--- src/rtl/cpu_defs.sv ---
// Shared definitions for the multi-cycle CPU control path:
// opcodes, FSM state encodings and datapath select codes.
package cpu_defs;

   localparam logic [5:0] OP_RTYPE = 6'h00;
   localparam logic [5:0] OP_LW    = 6'h23;
   localparam logic [5:0] OP_SW    = 6'h2B;
   localparam logic [5:0] OP_BEQ   = 6'h04;
   localparam logic [5:0] OP_J     = 6'h02;
   localparam logic [5:0] OP_ADDI  = 6'h08;

   localparam logic [3:0] S_FETCH     = 4'd0;
   localparam logic [3:0] S_DECODE    = 4'd1;
   localparam logic [3:0] S_MEM_ADDR  = 4'd2;
   localparam logic [3:0] S_MEM_RD    = 4'd3;
   localparam logic [3:0] S_MEM_WB    = 4'd4;
   localparam logic [3:0] S_MEM_WR    = 4'd5;
   localparam logic [3:0] S_R_EXEC    = 4'd6;
   localparam logic [3:0] S_R_WB      = 4'd7;
   localparam logic [3:0] S_BRANCH    = 4'd8;
   localparam logic [3:0] S_JUMP      = 4'd9;
   localparam logic [3:0] S_ADDI_EXEC = 4'd10;
   localparam logic [3:0] S_ADDI_WB   = 4'd11;

   localparam logic [1:0] ALUOP_ADD   = 2'b00;
   localparam logic [1:0] ALUOP_SUB   = 2'b01;
   localparam logic [1:0] ALUOP_FUNCT = 2'b10;

   localparam logic [1:0] PCSRC_ALU    = 2'b00;
   localparam logic [1:0] PCSRC_ALUOUT = 2'b01;
   localparam logic [1:0] PCSRC_JUMP   = 2'b10;

   localparam logic [1:0] ASB_REGB = 2'b00;
   localparam logic [1:0] ASB_ONE  = 2'b01;
   localparam logic [1:0] ASB_IMM  = 2'b10;
   localparam logic [1:0] ASB_BOFF = 2'b11;

endpackage

--- src/rtl/multicycle_control_fsm.sv ---
// Main control FSM of the multi-cycle CPU.
// Sequences FETCH/DECODE/EXEC/MEM/WB and drives datapath controls.
module multicycle_control_fsm
   import cpu_defs::*;
#(
   parameter int OPCODE_WIDTH = 6,
   parameter int STATE_WIDTH  = 4
) (
   input  logic                    clk,
   input  logic                    reset,
   input  logic [OPCODE_WIDTH-1:0] opcode,
   input  logic                    mem_ready,
   output logic                    IorD,
   output logic                    MemRead,
   output logic                    MemWrite,
   output logic                    IRWrite,
   output logic                    PCWrite,
   output logic                    PCWriteCond,
   output logic [1:0]              PCSource,
   output logic                    ALUSrcA,
   output logic [1:0]              ALUSrcB,
   output logic [1:0]              ALUOp,
   output logic                    RegDst,
   output logic                    MemtoReg,
   output logic                    RegWrite,
   output logic                    illegal_op,
   output logic [STATE_WIDTH-1:0]  state_dbg
);

   logic [STATE_WIDTH-1:0] state_q;
   logic [STATE_WIDTH-1:0] state_d;

   assign state_dbg = state_q;

   // State register; synchronous reset aborts any instruction in flight.
   always_ff @(posedge clk) begin
      if (reset)
         state_q <= S_FETCH;
      else
         state_q <= state_d;
   end

   // Next-state and output decode; all outputs forced low during reset.
   always_comb begin
      state_d     = S_FETCH;
      IorD        = 1'b0;
      MemRead     = 1'b0;
      MemWrite    = 1'b0;
      IRWrite     = 1'b0;
      PCWrite     = 1'b0;
      PCWriteCond = 1'b0;
      PCSource    = PCSRC_ALU;
      ALUSrcA     = 1'b0;
      ALUSrcB     = ASB_REGB;
      ALUOp       = ALUOP_ADD;
      RegDst      = 1'b0;
      MemtoReg    = 1'b0;
      RegWrite    = 1'b0;
      illegal_op  = 1'b0;
      if (!reset) begin
         case (state_q)
            S_FETCH: begin
               MemRead = 1'b1;
               ALUSrcB = ASB_ONE;
               IRWrite = mem_ready;
               PCWrite = mem_ready;
               state_d = mem_ready ? S_DECODE : S_FETCH;
            end
            S_DECODE: begin
               ALUSrcB = ASB_BOFF;
               case (opcode)
                  OP_LW, OP_SW: state_d = S_MEM_ADDR;
                  OP_RTYPE:     state_d = S_R_EXEC;
                  OP_BEQ:       state_d = S_BRANCH;
                  OP_J:         state_d = S_JUMP;
                  OP_ADDI:      state_d = S_ADDI_EXEC;
                  default: begin
                     state_d    = S_FETCH;
                     illegal_op = 1'b1;
                  end
               endcase
            end
            S_MEM_ADDR: begin
               ALUSrcA = 1'b1;
               ALUSrcB = ASB_IMM;
               state_d = (opcode == OP_SW) ? S_MEM_WR : S_MEM_RD;
            end
            S_MEM_RD: begin
               IorD    = 1'b1;
               MemRead = 1'b1;
               state_d = mem_ready ? S_MEM_WB : S_MEM_RD;
            end
            S_MEM_WB: begin
               MemtoReg = 1'b1;
               RegWrite = 1'b1;
            end
            S_MEM_WR: begin
               IorD     = 1'b1;
               MemWrite = 1'b1;
               state_d  = mem_ready ? S_FETCH : S_MEM_WR;
            end
            S_R_EXEC: begin
               ALUSrcA = 1'b1;
               ALUOp   = ALUOP_FUNCT;
               state_d = S_R_WB;
            end
            S_R_WB: begin
               RegDst   = 1'b1;
               RegWrite = 1'b1;
            end
            S_BRANCH: begin
               ALUSrcA     = 1'b1;
               ALUOp       = ALUOP_SUB;
               PCWriteCond = 1'b1;
               PCSource    = PCSRC_ALUOUT;
            end
            S_JUMP: begin
               PCWrite  = 1'b1;
               PCSource = PCSRC_JUMP;
            end
            S_ADDI_EXEC: begin
               ALUSrcA = 1'b1;
               ALUSrcB = ASB_IMM;
               state_d = S_ADDI_WB;
            end
            S_ADDI_WB: begin
               RegWrite = 1'b1;
            end
            default: state_d = S_FETCH;
         endcase
      end
   end

endmodule

--- config.mk ---
export PLATFORM = sky130hd
export DESIGN_NAME = multicycle_control_fsm
export DESIGN_NICKNAME = d
export VERILOG_FILES = /design/src/rtl/cpu_defs.sv /design/src/rtl/multicycle_control_fsm.sv
export SDC_FILE = /design/constraint.sdc
export NUM_CORES = 1
export LEC_CHECK = 0
export CORE_MARGIN = 2
export CORE_UTILIZATION = 35
export DETAILED_ROUTE_END_ITERATION = 10
export PLACE_DENSITY = 0.74
export SYNTH_ARGS = -nofsm -noshare
export SYNTH_HDL_FRONTEND = slang
export SYNTH_SLANG_ARGS = --single-unit
--- constraint.sdc ---
create_clock -name clk -period 1.2 [get_ports clk]
set_clock_uncertainty 0.05 [all_clocks]
set_input_delay 0.12 -clock clk [delete_from_list [all_inputs] [get_ports clk]]
set_output_delay 0.12 -clock clk [all_outputs]
set_load 0.005 [all_outputs]
==> out/qor.csv <==
metric;value;unit
result of the run;finished with violations;
violated checks;negative setup slack;
sequential cell fraction of total power;0.221;
Max Root-Sink Buffers;2;
total die area;2118;µm²
data required time of the worst path;1280;ps
width of the chip;46.03;µm
time the final worst path needs with I/O delays and setup;1578;ps
floorplan row count;15;
Detailed Route WL;4.024;mm
routability-driven placement congestion ratio;0.8254;
final global-route overflow total;0;
final critical-path share of the clock period;1.315;
global router's overall resource usage;0.3804;
clock tree from TritonCTS;done;
final antenna diode count;0;
cell repeated most along the worst path;buf_6;
relative slew slack;0.7807;
number of nets with antenna violations after detailed routing;0;
EDFF count, synth;0;
per-cell via count in the routed design;6.429;
buffers plus inverters on the worst setup path;2;
total vias in the final route;1170;
number of antenna violations at the first check in global routing;0;
share of final-layout standard cells stronger than drive strength 1;0.7455;
commonest cells after routing, fill and taps aside;buf_6 (32), buf_4 (25), buf_2 (21), nor2_1 (6), nor2_4 (5);
first-pass GRT wire length;5.464;mm
mux share of post-synthesis cell area;0;
Area growth syn-to-layout;152.4;%
signal arrival time at the worst endpoint;1660;ps
slowest stage cell, crit path;dfxtp_4;
HPWL reported at the end of detailed placement;1.627;mm
switching power of the nets;229.9;µW
maximum single-stage delay on the critical path;400;ps
final worst slack;-377.9;ps
largest driver fanout on the critical path;6;
cell family with the largest share of critical-path delay;compound AO/OA/AOI/OAI gates;
maximum number of pins on one net before global-route repair;10;
final setup violation count;22;
main combinational cell family by area after synthesis;simple AND/OR/NAND/NOR gates;
Clk pwr share;0.315;
Max VDD drop;0.3689;mV
portion of the post-synthesis area used by sequential elements;0.1296;
max FFs per register;4;
simple-gate share of the synthesized area;0.5000;
clock input transition at the sequential cells of the worst setup and hold paths;50;ps
Post-Syn Instances;87;
combinational share of power;0.464;
post-placement cell count;155;
adder-cell share of the synthesized area;0;
die outline height;46.03;µm
final hold violation count;0;
# Max-Cap Violations;0;
detailed router's first-iteration violation count;88;
type of origin of the critical path;register;
DR DRC count;0;
xor-xnor portion of the synthesized cell area;0.04251;
Netlist Area Pre-Place;618.1;µm²
insertion delay to the later sink of the worst-skew pair;260;ps
total of warnings raised by yosys;0;
worst hold path type;in -> reg;
overall power;620.7;µW
average instance area after synthesis;7.105;µm²
CP Capture Type;register;
Switching Fraction;0.3704;
unrepaired setup endpoints after global routing;true;
worst-case hold slack;297.1;ps
dominant cell type by area after synthesis;dfxtp_1;
post-synthesis compound-gate area fraction;0.1923;
number of global-route vias before repair;1095;
predominant post-synthesis flop cell;dfxtp_1;
area share of the largest cell type after synthesis;0.1296;
leak pwr;0.0007403;µW
count of cell types in the netlist;38;
max-slew violations;0;
filler-free cell count of the finished design;182;
transition time at the pin with the least slew margin;326.5;ps
H-tree levels;1;
core footprint;1689;µm²
detailed-routing iteration count for the pre-antenna-repair pass;4;
cell area power density;397.8;nW/µm²
maximum achievable frequency;633.8;MHz
Post-layout nets;176;
detailed-route wire length per cell;22.11;µm
ys async rst share;0;
Post-Synthesis Net Count;96;
number of port buffers;29;
number of filler cells placed in the layout;63;
IO Count;30;
type of the setup path with the least slack;reg -> reg;
sink count of the clock tree;4;
initial standard-cell utilization of the core;0.3659;
Internal Pwr Total;390.8;µW
leading cell types by total area after synthesis;dfxtp_1 (13%), nor2_1 (7.3%), nor3_1 (6.5%);
most frequent standard cell in the layout excluding fill and tap cells;buf_6;
master cell of the clock root buffer;clkbuf_4;
TritonCTS Buffers;3;
flops & latches, synth;4;
critical-path cell list;buf_6, buf_6, and4b_1, a211o_1, a222oi_1, nor2_1;
[worst register-to-register path, cell delays in order, from the launching register on]
cell and delay, ps:
dfxtp_4 400, buf_6 150, buf_6 120, and4b_1 180, a211o_1 230, a222oi_1 220
nor2_1 100
[Yosys cell counts (all sizes together), types with 3 or more instances]
| cell type | n |
|---|---|
| nand2b | 3 |
| a21oi | 3 |
| clkbuf | 3 |
| buf | 7 |
| o21ai | 5 |
| nand2 | 4 |
| a31oi | 4 |
| nor3 | 10 |
| and3 | 3 |
| xor2 | 3 |
| dfxtp | 4 |
| nor2 | 12 |
[per-layer routing]
layer,part of all wire,vias to the layer above,GRT usage,routed length [µm]
li1,-,488,-,-
met1,0.37,559,0.4033,1477
met2,0.51,99,0.6861,2052
met3,0.078,24,0.03968,313
met4,0.045,0,0.2629,180
met5,0,-,0,0
[logic make-up (layout without fill, tap and decap cells)]
kind of cell	count (synthesis)	after routing
AOI/OAI and AO/OA	18	18
xor gates and xnor gates	3	3
buffers and inverters	12	90
DFF	4	4
and+or+nand+nor	50	50
[per-stage QoR]
step           setup WS [ps]  cell area [µm²]  utilization  TNS, ps
2_1_floorplan         -81.12            649.4            -   -142.3
3_3_place_gp          -894.4             1107       0.6556   -10360
3_5_place_dp           -1002             1107       0.6556   -11160
4_1_cts               -343.2             1434       0.8489    -3616
5_1_grt               -465.3             1560       0.9237    -5810
6_report              -377.9             1560       0.9237    -5066
[power groups by stage]
| stage | registers (µW) | logic [µW] | clock network, µW |
|---|---|---|---|
| 5_1_grt | 138 | 298 | 194 |
| 4_1_cts | 137 | 235 | 171 |
| 2_1_floorplan | 141 | 80.0 | 0 |
| 6_report | 137 | 288 | 195 |
| 3_3_place_gp | 144 | 189 | 0 |
| 3_5_place_dp | 144 | 197 | 0 |
[repair_timing]
item | CTS | global route
pin swaps | 23 | 16
hold buffers | 0 | 0
buffers inserted | 18 | 8
resized for setup | 172 | 24
hold endpoints to repair | 0 | 0
endpoints found under the setup margin | 25 | 25
cloned | 1 | 0
[final cells by class]
class	instances	area, µm²	share of cell area
Clock buffer	3	22.52	0.01443
Inverter	2	7.507	0.004812
Multi-Input combinational cell	71	694.4	0.4451
Sequential cell	4	95.09	0.06095
Tap cell	17	21.27	0.01363
Timing Repair Buffer	85	719.4	0.4611
[worst paths after layout]
path	startpoint	end	depth (start not counted)	slack, ps
setup reg to reg	state_dbg[2]	state_dbg[2]	6	-380
setup / recovery	state_dbg[2]	state_dbg[2]	6	-380
hold reg to reg	state_dbg[3]	state_dbg[3]	2	690
hold / removal	opcode[4]	state_dbg[0]	5	300
Note: power is estimated with default switching activity, not from simulation.
